### config.mk
export PLATFORM = sky130hd
export DESIGN_NAME = pixel_frame_streamer
export DESIGN_NICKNAME = d
export VERILOG_FILES = /design/src/rtl/face_detect_pkg.sv /design/src/rtl/sync_fifo.sv /design/src/rtl/pixel_frame_streamer.sv
export SDC_FILE = /design/constraint.sdc
export NUM_CORES = 1
export LEC_CHECK = 0
export ABC_AREA = 1
export CORE_AREA = 2 2 204 206
export CTS_BUF_LIST = sky130_fd_sc_hd__clkbuf_2
export DETAILED_ROUTE_END_ITERATION = 7
export DIE_AREA = 0 0 206 208
export GPL_TIMING_DRIVEN = 1
export MAX_ROUTING_LAYER = met4
export PLACE_DENSITY = 0.44
export SLEW_MARGIN = 20
export SYNTH_ARGS = -nofsm -noshare
export SYNTH_HDL_FRONTEND = slang
export SYNTH_SLANG_ARGS = --single-unit
### constraint.sdc
create_clock -name clk_os -period 5.4 [get_ports clk_os]
set_clock_uncertainty 0.05 [all_clocks]
set_input_delay 1.08 -clock clk_os [delete_from_list [all_inputs] [get_ports clk_os]]
set_output_delay 1.08 -clock clk_os [all_outputs]
set_load 0.01 [all_outputs]
### src/rtl/face_detect_pkg.sv
// Shared widths and camera frame geometry for the facial-detection datapath.
package face_detect_pkg;
   localparam int unsigned DATA_WIDTH_8  = 8;
   localparam int unsigned DATA_WIDTH_12 = 12;
   localparam int unsigned DATA_WIDTH_16 = 16;

   localparam int unsigned FRAME_ORIGINAL_CAMERA_WIDTH  = 100;
   localparam int unsigned FRAME_ORIGINAL_CAMERA_HEIGHT = 24;
endpackage

### src/rtl/sync_fifo.sv
// Single-clock show-ahead FIFO; a write is accepted while full if a read frees a slot in the same cycle.
module sync_fifo #(
   parameter int unsigned WIDTH      = 12,
   parameter int unsigned DEPTH      = 16,
   parameter int unsigned ADDR_WIDTH = 4
) (
   input  logic                  clk,
   input  logic                  rst_n,
   input  logic                  flush,
   input  logic                  wr_en,
   input  logic [WIDTH-1:0]      wr_data,
   input  logic                  rd_en,
   output logic [WIDTH-1:0]      rd_data,
   output logic                  full,
   output logic                  empty,
   output logic [ADDR_WIDTH:0]   count
);

   logic [WIDTH-1:0]      mem_q [DEPTH];
   logic [ADDR_WIDTH-1:0] wr_ptr_q, wr_ptr_d;
   logic [ADDR_WIDTH-1:0] rd_ptr_q, rd_ptr_d;
   logic [ADDR_WIDTH:0]   count_q, count_d;
   logic                  wr_do;
   logic                  rd_do;

   assign full    = (count_q == (ADDR_WIDTH+1)'(DEPTH));
   assign empty   = (count_q == '0);
   assign count   = count_q;
   assign rd_data = mem_q[rd_ptr_q];

   assign rd_do = rd_en && !empty;
   assign wr_do = wr_en && (!full || rd_do);

   always_comb begin
      wr_ptr_d = wr_ptr_q;
      rd_ptr_d = rd_ptr_q;
      count_d  = count_q;
      if (flush) begin
         wr_ptr_d = '0;
         rd_ptr_d = '0;
         count_d  = '0;
      end else begin
         if (wr_do) wr_ptr_d = wr_ptr_q + ADDR_WIDTH'(1);
         if (rd_do) rd_ptr_d = rd_ptr_q + ADDR_WIDTH'(1);
         if (wr_do && !rd_do)      count_d = count_q + (ADDR_WIDTH+1)'(1);
         else if (rd_do && !wr_do) count_d = count_q - (ADDR_WIDTH+1)'(1);
      end
   end

   always_ff @(posedge clk or negedge rst_n) begin
      if (!rst_n) begin
         wr_ptr_q <= '0;
         rd_ptr_q <= '0;
         count_q  <= '0;
      end else begin
         wr_ptr_q <= wr_ptr_d;
         rd_ptr_q <= rd_ptr_d;
         count_q  <= count_d;
      end
   end

   // Storage needs no reset: contents are only observable through count.
   always_ff @(posedge clk) begin
      if (wr_do && !flush) mem_q[wr_ptr_q] <= wr_data;
   end

endmodule

### src/rtl/pixel_frame_streamer.sv
// Responder for the detector's pixel request: serves buffered camera pixels with raster coordinates.
module pixel_frame_streamer
   import face_detect_pkg::*;
#(
   parameter int unsigned DATA_WIDTH_12                = face_detect_pkg::DATA_WIDTH_12,
   parameter int unsigned FRAME_ORIGINAL_CAMERA_WIDTH  = face_detect_pkg::FRAME_ORIGINAL_CAMERA_WIDTH,
   parameter int unsigned FRAME_ORIGINAL_CAMERA_HEIGHT = face_detect_pkg::FRAME_ORIGINAL_CAMERA_HEIGHT,
   parameter int unsigned FIFO_DEPTH                   = 16,
   parameter int unsigned FIFO_ADDR_WIDTH              = 4,
   parameter int unsigned FRAME_COUNT_WIDTH            = 8
) (
   input  logic                         clk_os,
   input  logic                         reset_os,
   input  logic                         frame_start,
   input  logic                         wr_en,
   input  logic [DATA_WIDTH_12-1:0]     wr_pixel,
   output logic                         o_full,
   output logic [FIFO_ADDR_WIDTH:0]     o_fill_level,
   input  logic                         pixel_request,
   output logic [DATA_WIDTH_12-1:0]     o_pixel,
   output logic                         o_pixel_valid,
   output logic [DATA_WIDTH_12-1:0]     o_x,
   output logic [DATA_WIDTH_12-1:0]     o_y,
   output logic                         o_end_row,
   output logic                         o_end_frame,
   output logic [FRAME_COUNT_WIDTH-1:0] o_frame_count,
   output logic                         o_underrun,
   output logic                         o_overflow
);

   localparam logic [DATA_WIDTH_12-1:0] X_LAST = DATA_WIDTH_12'(FRAME_ORIGINAL_CAMERA_WIDTH - 1);
   localparam logic [DATA_WIDTH_12-1:0] Y_LAST = DATA_WIDTH_12'(FRAME_ORIGINAL_CAMERA_HEIGHT - 1);

   logic [DATA_WIDTH_12-1:0]     fifo_rd_data;
   logic                         fifo_full;
   logic                         fifo_empty;
   logic [FIFO_ADDR_WIDTH:0]     fifo_count;
   logic                         pop;
   logic                         push;

   logic [DATA_WIDTH_12-1:0]     x_q, x_d;
   logic [DATA_WIDTH_12-1:0]     y_q, y_d;
   logic [DATA_WIDTH_12-1:0]     pixel_q, pixel_d;
   logic [DATA_WIDTH_12-1:0]     ox_q, ox_d;
   logic [DATA_WIDTH_12-1:0]     oy_q, oy_d;
   logic                         valid_q, valid_d;
   logic                         end_row_q, end_row_d;
   logic                         end_frame_q, end_frame_d;
   logic [FRAME_COUNT_WIDTH-1:0] fcnt_q, fcnt_d;
   logic                         underrun_q, underrun_d;
   logic                         overflow_q, overflow_d;

   // frame_start masks both FIFO ports so the flush wins over same-cycle traffic.
   assign pop  = pixel_request && !fifo_empty && !frame_start;
   assign push = wr_en && !frame_start;

   sync_fifo #(
      .WIDTH      (DATA_WIDTH_12),
      .DEPTH      (FIFO_DEPTH),
      .ADDR_WIDTH (FIFO_ADDR_WIDTH)
   ) u_fifo (
      .clk     (clk_os),
      .rst_n   (reset_os),
      .flush   (frame_start),
      .wr_en   (push),
      .wr_data (wr_pixel),
      .rd_en   (pop),
      .rd_data (fifo_rd_data),
      .full    (fifo_full),
      .empty   (fifo_empty),
      .count   (fifo_count)
   );

   always_comb begin
      x_d         = x_q;
      y_d         = y_q;
      pixel_d     = pixel_q;
      ox_d        = ox_q;
      oy_d        = oy_q;
      valid_d     = 1'b0;
      end_row_d   = end_row_q;
      end_frame_d = end_frame_q;
      fcnt_d      = fcnt_q;
      underrun_d  = underrun_q;
      overflow_d  = overflow_q;
      if (frame_start) begin
         x_d         = '0;
         y_d         = '0;
         ox_d        = '0;
         oy_d        = '0;
         end_row_d   = 1'b0;
         end_frame_d = 1'b0;
         underrun_d  = 1'b0;
         overflow_d  = 1'b0;
      end else begin
         if (wr_en && fifo_full && !pop) overflow_d = 1'b1;
         if (pixel_request) begin
            valid_d     = 1'b1;
            pixel_d     = fifo_empty ? '0 : fifo_rd_data;
            if (fifo_empty) underrun_d = 1'b1;
            ox_d        = x_q;
            oy_d        = y_q;
            end_row_d   = (x_q == X_LAST);
            end_frame_d = (x_q == X_LAST) && (y_q == Y_LAST);
            if (x_q == X_LAST) begin
               x_d = '0;
               if (y_q == Y_LAST) begin
                  y_d    = '0;
                  fcnt_d = fcnt_q + FRAME_COUNT_WIDTH'(1);
               end else begin
                  y_d = y_q + DATA_WIDTH_12'(1);
               end
            end else begin
               x_d = x_q + DATA_WIDTH_12'(1);
            end
         end
      end
   end

   always_ff @(posedge clk_os or negedge reset_os) begin
      if (!reset_os) begin
         x_q         <= '0;
         y_q         <= '0;
         pixel_q     <= '0;
         ox_q        <= '0;
         oy_q        <= '0;
         valid_q     <= 1'b0;
         end_row_q   <= 1'b0;
         end_frame_q <= 1'b0;
         fcnt_q      <= '0;
         underrun_q  <= 1'b0;
         overflow_q  <= 1'b0;
      end else begin
         x_q         <= x_d;
         y_q         <= y_d;
         pixel_q     <= pixel_d;
         ox_q        <= ox_d;
         oy_q        <= oy_d;
         valid_q     <= valid_d;
         end_row_q   <= end_row_d;
         end_frame_q <= end_frame_d;
         fcnt_q      <= fcnt_d;
         underrun_q  <= underrun_d;
         overflow_q  <= overflow_d;
      end
   end

   assign o_full        = fifo_full;
   assign o_fill_level  = fifo_count;
   assign o_pixel       = pixel_q;
   assign o_pixel_valid = valid_q;
   assign o_x           = ox_q;
   assign o_y           = oy_q;
   assign o_end_row     = end_row_q;
   assign o_end_frame   = end_frame_q;
   assign o_frame_count = fcnt_q;
   assign o_underrun    = underrun_q;
   assign o_overflow    = overflow_q;

endmodule

==> impl_metrics.yaml, run 1 <==
critical_path:
  max_stage_delay_ns: 0.54
  crit_type: "reg2out"
  crit_slowest_cell: "clkdlybuf4s50_1"
  critPathBufInv: 2
  crit_chain: "nor2_1 -> nand3_1 -> inv_1 -> clkdlybuf4s50_1"
  critPathTopFamily: "buffers and inverters"
  start_kind: "register"
  required_ns: 4.27
  crit_arrival_ns: 2.51
  cp-end-kind: "output pin"
  critPathMaxFanout: 5
route:
  routed_wl_um: 32500
  vias: 8549
  route.detailed.drc: 0
  vias_per_cell: 4.49
  ant_nets: 0
  dr.first_iter.drc_count: 514
  firstDrtPassIters: 5
  wl_per_cell_um: 17.1
placement:
  io_buffer_count: 71
  pre_cts_ws_ns: 1.52
  finalWeightedCongestion: 0.767
  dp_hpwl_um: 20400
clocking:
  cts_buffer_depth: 3
  htreeDepth: 3
  clkSlewWorstSetupHoldPaths_ns: 0.09
  cts_tree: "built"
  worstSkewPairLatency_ns: 0.98
  numCtsBuffers: 80
  clock-sinks: 278
  clockRootBuffer: "clkbuf_2"
power_and_ir_drop:
  leakagePower_nw: 5.78
  ir_worst_vdd_mv: 0.178
  cellPowerDensity_nw_per_um2: 376
sta:
  holdWs_ns: 0.431
  hold_viol_final: 0
  finalSetupTns_ns: 0
  rsz0062_at_grt: "no"
  slew_headroom_pct: 28.7
  max_freq_ghz: 0.275
  setup_violations: 0
  tightest_slew_ns: 1.07
  finalCriticalPeriod_ns: 3.64
  layout_setup_ws_ns: 1.76
  drv_slew: 0
  fin_crit_sh_pct: 67.4
synthesis:
  yosys_register_bits: 278
  ys_warn_count: 0
  syn_avg_cell_area_um2: 10.2
  synthDistinctLibCells: 34
  synth_nets: 1213
  synth_seq_area_share_pct: 65.8
  syn_inst: 1183
  netlist_area_um2: 12000
floorplan:
  die_width_um: 206
  dieArea_um2: 42800
  dieHeight_um: 208
  row_count: 74
  ioPinCount: 72
  core_um2: 40600
  start_util_pct: 29.7
run_status:
  status: "finished, final reports clean"
grt:
  antenna_found_initial: 2
  overflow: 0
  grt.total_usage_pct: 16.1
  grt_pass1_wl_um: 50900
  grt_max_degree: 90
  grt_pass1_vias: 8678
cells_and_area:
  areaGrowthSynthToFinish_pct: 17.1
  nets: 1338
  fillers: 4241
  layout-drive-gt1-share_pct: 13.2
worst_hold_path:
  hp-class: "reg2reg"
flow_run:
  drv_cap: 0
-- cells by family after synthesis --
family | share of synthesized area (%)
buffers and inverters | 4.72
AOI/OAI and AO/OA | 4.66
and+or+nand+nor | 22.0
adders and majority gates | 1.41
DFF | 65.8
xor gates and xnor gates | 1.38
-- per-layer routing --
layer | part of all wire (%) | GRT usage [%] | vias up
li1 | - | - | 4229
met1 | 47 | 21.2 | 4071
met2 | 46 | 24.4 | 196
met3 | 5.2 | 3.95 | 53
met4 | 1.8 | 5.20 | 0
met5 | 0 | - | -
-- synth_stat cells --
master    instances  share of area (%)
buf_1             2              0.062
xnor2_1           2               0.15
o21ai_2           1              0.073
nor2_1           86                2.7
o31ai_1           1              0.062
o22ai_1           2               0.10
inv_1            87                2.7
dfrtp_1          86                 18
fa_1              1               0.17
and3_1            1              0.052
nor3_2            1              0.083
o21ai_0          66                2.7
o21ai_1          10               0.42
nor3_1           11               0.46
clkbuf_1         10               0.31
edfxtp_1        192                 48
nor2_4            3               0.28
a21oi_1           9               0.37
nand3_2           1              0.083
inv_2            11               0.34
nand2_2           5               0.26
buf_2            31                1.3
nand2_1         383                 12
xor2_1           17                1.2
nand4_1           6               0.31
nor3_4            1               0.14
nand3_4           1               0.15
a21oi_4           1               0.14
nand3b_1          1              0.062
nor2_2            5               0.26
nand2_4           1              0.094
nand3_1         124                5.2
o211ai_1         12               0.75
ha_1             12                1.2
-- layout by cell type, fill, tap and decap left out, drive strengths merged, types with 2 or more instances in the layout --
cell           Yosys  final
buf               33     15
nand3            126    126
a21oi             10     10
o22ai              2      2
xor2              17     17
diode              0      3
o21ai             77     77
clkbuf            10    126
clkinvlp           0      2
edfxtp           192    192
xnor2              2      2
nor3              13     13
bufinv             0      2
ha                12     12
clkdlybuf4s50      0     70
nor2              94     94
clkinv             0     12
o211ai            12     12
inv               98     98
nand2            389    389
nand4              6      6
dfrtp             86     86
-- worst paths after layout --
kind,end,startpoint,slack (ns),cells past startpoint
worst max-delay path,o_full,u_fifo.count[1]$_DFFE_PN0P_,1.76,4
worst min-delay path,o_pixel[5]$_DFFE_PN0P_,o_pixel[5]$_DFFE_PN0P_,0.43,2
worst max register to register,o_pixel[4]$_DFFE_PN0P_,u_fifo.rd_ptr_q[0]$_DFFE_PN0P_,2.66,10
worst min register to register,o_pixel[5]$_DFFE_PN0P_,o_pixel[5]$_DFFE_PN0P_,0.43,2
max in group asynchronous,o_pixel[4]$_DFFE_PN0P_,reset_os,3.61,3
min in group asynchronous,o_x[9]$_DFFE_PN0P_,reset_os,0.61,2
-- registers in the layout, indices dropped and copies added (netlist names) --
| signal | cells |
|---|---|
| u_fifo.mem_q | 192 |
| o_pixel | 12 |
| o_x | 12 |
| o_y | 12 |
| x_q | 12 |
| y_q | 12 |
| o_frame_count | 8 |
| u_fifo.count | 5 |
| u_fifo.rd_ptr_q | 4 |
| u_fifo.wr_ptr_q | 4 |
| o_end_frame | 1 |
| o_end_row | 1 |
| o_overflow | 1 |
| o_pixel_valid | 1 |
| o_underrun | 1 |
-- worst reg2reg max path, delay by kind of cell (launching register included) --
family	cells	cell delay [ns]
AND/OR/NAND/NOR	8	0.66
flip-flops	1	0.65
buffers and inverters	2	1.27
-- through the flow --
stage | util, % | instance area (µm²) | power, mW | cells
2_1_floorplan | - | 12000 | 3.30 | 1183
3_3_place_gp | 32.8 | 13300 | 3.74 | 1757
3_5_place_dp | 32.8 | 13300 | 3.73 | 1757
4_1_cts | 34.7 | 14100 | 5.39 | 1900
5_1_grt | 34.7 | 14100 | 5.68 | 1903
6_report | 34.7 | 14100 | 5.29 | 1903
-- where the power goes --
part	total (mW)	internal, mW	switching [mW]	leakage, nW
logic	1.14	0.398	0.746	2.30
registers	2.52	2.40	0.124	2.91
clock network	1.63	0.705	0.922	0.573
total	5.29	3.50	1.79	5.78
-- area by class of cell --
cell class | instances | area (µm²) | share of cell area [%]
clock inverters | 16 | 121 | 0.861
multi-input cells | 764 | 3550 | 25.2
inverters | 98 | 368 | 2.61
diodes | 3 | 7.51 | 0.0533
repair buffers | 86 | 823 | 5.84
clock buffers | 126 | 631 | 4.48
well taps | 532 | 666 | 4.72
flip-flops and latches | 278 | 7920 | 56.2
-- repair_timing --
action,CTS,global route
buffers inserted,0,0
hold buffers,1,0
gates resized for setup,0,0
hold endpoints to repair,8,0
(Power assumes the default switching activity.)
==> run 2: changes to the inputs <==
--- a/config.mk
+++ b/config.mk
@@ -12,7 +12,7 @@
 export DIE_AREA = 0 0 206 208
 export GPL_TIMING_DRIVEN = 1
 export MAX_ROUTING_LAYER = met4
-export PLACE_DENSITY = 0.44
+export PLACE_DENSITY = 0.46
 export SLEW_MARGIN = 20
 export SYNTH_ARGS = -nofsm -noshare
 export SYNTH_HDL_FRONTEND = slang
==> constraint.sdc (replaced) <==
create_clock -name clk_os -period 3.3 [get_ports clk_os]
set_clock_uncertainty 0.05 [all_clocks]
set_input_delay 0.66 -clock clk_os [delete_from_list [all_inputs] [get_ports clk_os]]
set_output_delay 0.66 -clock clk_os [all_outputs]
set_load 0.01 [all_outputs]
==> run 2 against run 1 <==
Core utilization rose by 0.080 points. Sequential power rose by 62%. Power rose by 58%. Highest routed layer unchanged. First-iteration DRC count rose by 1.6%. Non-clock buffer count rose by 16. Setup slack got worse by 1.5 ns. Largest power group unchanged. Die area did not move. Sequential cell count did not move. Largest cell class unchanged.
==> impl_metrics.yaml, run 2 (same netlist as run 1, synthesis figures left out) <==
run_status:
  status: "finished, final reports clean"
grt:
  grt_pass1_vias: 8406
  grt.total_usage_pct: 15.9
  overflow: 0
  grt_pass1_wl_um: 49900
  antenna_found_initial: 1
  grt_max_degree: 122
clocking:
  numCtsBuffers: 78
  htreeDepth: 3
  clockRootBuffer: "clkbuf_2"
  cts_buffer_depth: 3
  clkSlewWorstSetupHoldPaths_ns: 0.09
  cts_tree: "built"
  clock-sinks: 278
  worstSkewPairLatency_ns: 0.89
  postCtsSetupRepairBufs: 0
critical_path:
  cp-end-kind: "output pin"
  max_stage_delay_ns: 0.53
  critPathTopFamily: "buffers and inverters"
  crit_type: "reg2out"
  crit_chain: "nor2_1 -> nand3_2 -> inv_1 -> clkdlybuf4s50_1"
  critPathBufInv: 2
  crit_slowest_cell: "clkdlybuf4s50_1"
  crit_arrival_ns: 2.32
  start_kind: "register"
  required_ns: 2.59
  critPathMaxFanout: 5
power_and_ir_drop:
  p_seq_share_pct: 48.6
  p_int_mw: 5.52
  leakagePower_nw: 5.81
  clkPwrFrac_pct: 27.8
  cellPowerDensity_nw_per_um2: 594
  ir_worst_vdd_mv: 0.369
  p_sw_mw: 2.87
  p_total_mw: 8.39
  comb_power_share_pct: 23.5
  p_sw_share_pct: 34.2
route:
  route.detailed.drc: 0
  vias: 8544
  wl_per_cell_um: 17.0
  wl_met2_um: 15100
  vias_per_cell: 4.49
  ant_nets: 0
  top_layer_used: "met4"
  firstDrtPassIters: 5
  routed_wl_um: 32400
  met3_length_um: 1520
  dr.first_iter.drc_count: 522
  wl_met1_um: 15000
floorplan:
  dieArea_um2: 42800
  core_um2: 40600
  start_util_pct: 29.7
  die_width_um: 206
  row_count: 74
  ioPinCount: 72
  dieHeight_um: 208
sta:
  tightest_slew_ns: 0.925
  setup_violations: 0
  finalSetupTns_ns: 0
  layout_setup_ws_ns: 0.274
  hold_viol_final: 0
  finalCriticalPeriod_ns: 3.03
  max_freq_ghz: 0.330
  fin_crit_sh_pct: 91.7
  rsz0062_at_grt: "no"
  slew_headroom_pct: 38.1
  drv_slew: 0
cells_and_area:
  fin_cells: 1905
  regMostFlops: "u_fifo.mem_q"
  layout-drive-gt1-share_pct: 13.3
  final_common_cell: "nand2_1"
  nets: 1352
  largest_reg_flops: 192
  final_cell_mix: "nand2_1 (383), edfxtp_1 (192), nand3_1 (123), clkbuf_2 (115)"
  areaGrowthSynthToFinish_pct: 17.4
placement:
  pre_cts_ws_ns: 0.346
  dp_cells: 1773
  io_buffer_count: 71
  dp_hpwl_um: 20000
  finalWeightedCongestion: 0.816
worst_hold_path:
  hp-class: "in2async"
flow_run:
  drv_cap: 0
## run 2: cell count changes in the layout (fill, tap and decap cells not counted), moves of 2 or more
cell	delta
buf_4	+13
clkbuf_2	-11
buf_12	+3
bufinv_16	-2
inv_2	+2
## run 2: through the flow
| stage | cell area [µm²] | hold WS (ns) | util, % |
|---|---|---|---|
| after floorplan | 12000 | 0.314 | - |
| after global placement | 13500 | 0.417 | 33.2 |
| after detailed placement | 13500 | 0.417 | 33.2 |
| after CTS | 14100 | 0.201 | 34.8 |
| after global routing | 14100 | 0.256 | 34.8 |
| final | 14100 | 0.267 | 34.8 |
## run 2: power by group through the flow
stage	clock network [mW]	logic [mW]	registers (mW)
2_1_floorplan	0	1.25	4.15
3_3_place_gp	0	2.01	4.16
3_5_place_dp	0	2.00	4.15
4_1_cts	2.46	2.01	4.08
5_1_grt	2.63	2.25	4.11
6_report	2.34	1.98	4.08
## run 2: what timing repair did
action,4_1_cts,5_1_grt
resized for setup,0,1
endpoints found under the setup margin,0,1
hold buffers,1,0
endpoints found under the hold margin,86,0
## run 2: worst reg2reg max path, cell delays in order (launching register included)
cell and delay (ns):
dfrtp_1 0.82, nand2_1 0.19, inv_2 0.43, nand3_1 0.15
nand2_1 0.20, inv_1 0.06, nand3_1 0.20, nand2_1 0.09
nand2_1 0.07, nand2_1 0.05
## run 2: layout make-up
| cell class | instances | area (µm²) |
|---|---|---|
| Clock buffer | 115 | 576 |
| Fill cell | 4190 | 26400 |
| Timing Repair Buffer | 102 | 981 |
| Antenna cell | 2 | 5.00 |
| Inverter | 98 | 368 |
| Sequential cell | 278 | 7920 |
| Multi-Input combinational cell | 764 | 3550 |
| Clock inverter | 14 | 56.3 |
| Tap cell | 532 | 666 |
## run 2: routing by layer
| layer | global-route usage (%) | vias to the layer above |
|---|---|---|
| li1 | - | 4246 |
| met3 | 3.52 | 50 |
| met1 | 21.0 | 4042 |
| met2 | 23.8 | 206 |
| met4 | 6.13 | 0 |
| met5 | - | - |
## run 2: final timing paths
check	from	depth (start not counted)	slack, ns	end
max in group asynchronous	reset_os	3	2.46	y_q[7]$_DFFE_PN0P_
hold reg to reg	o_end_row$_DFFE_PN0P_	2	0.43	o_end_row$_DFFE_PN0P_
min in group clk_os	o_end_row$_DFFE_PN0P_	2	0.43	o_end_row$_DFFE_PN0P_
setup / recovery	u_fifo.count[1]$_DFFE_PN0P_	4	0.27	o_full
setup reg to reg	u_fifo.rd_ptr_q[1]$_DFFE_PN0P_	9	0.91	o_pixel[9]$_DFFE_PN0P_
hold / removal	reset_os	3	0.27	o_y[10]$_DFFE_PN0P_
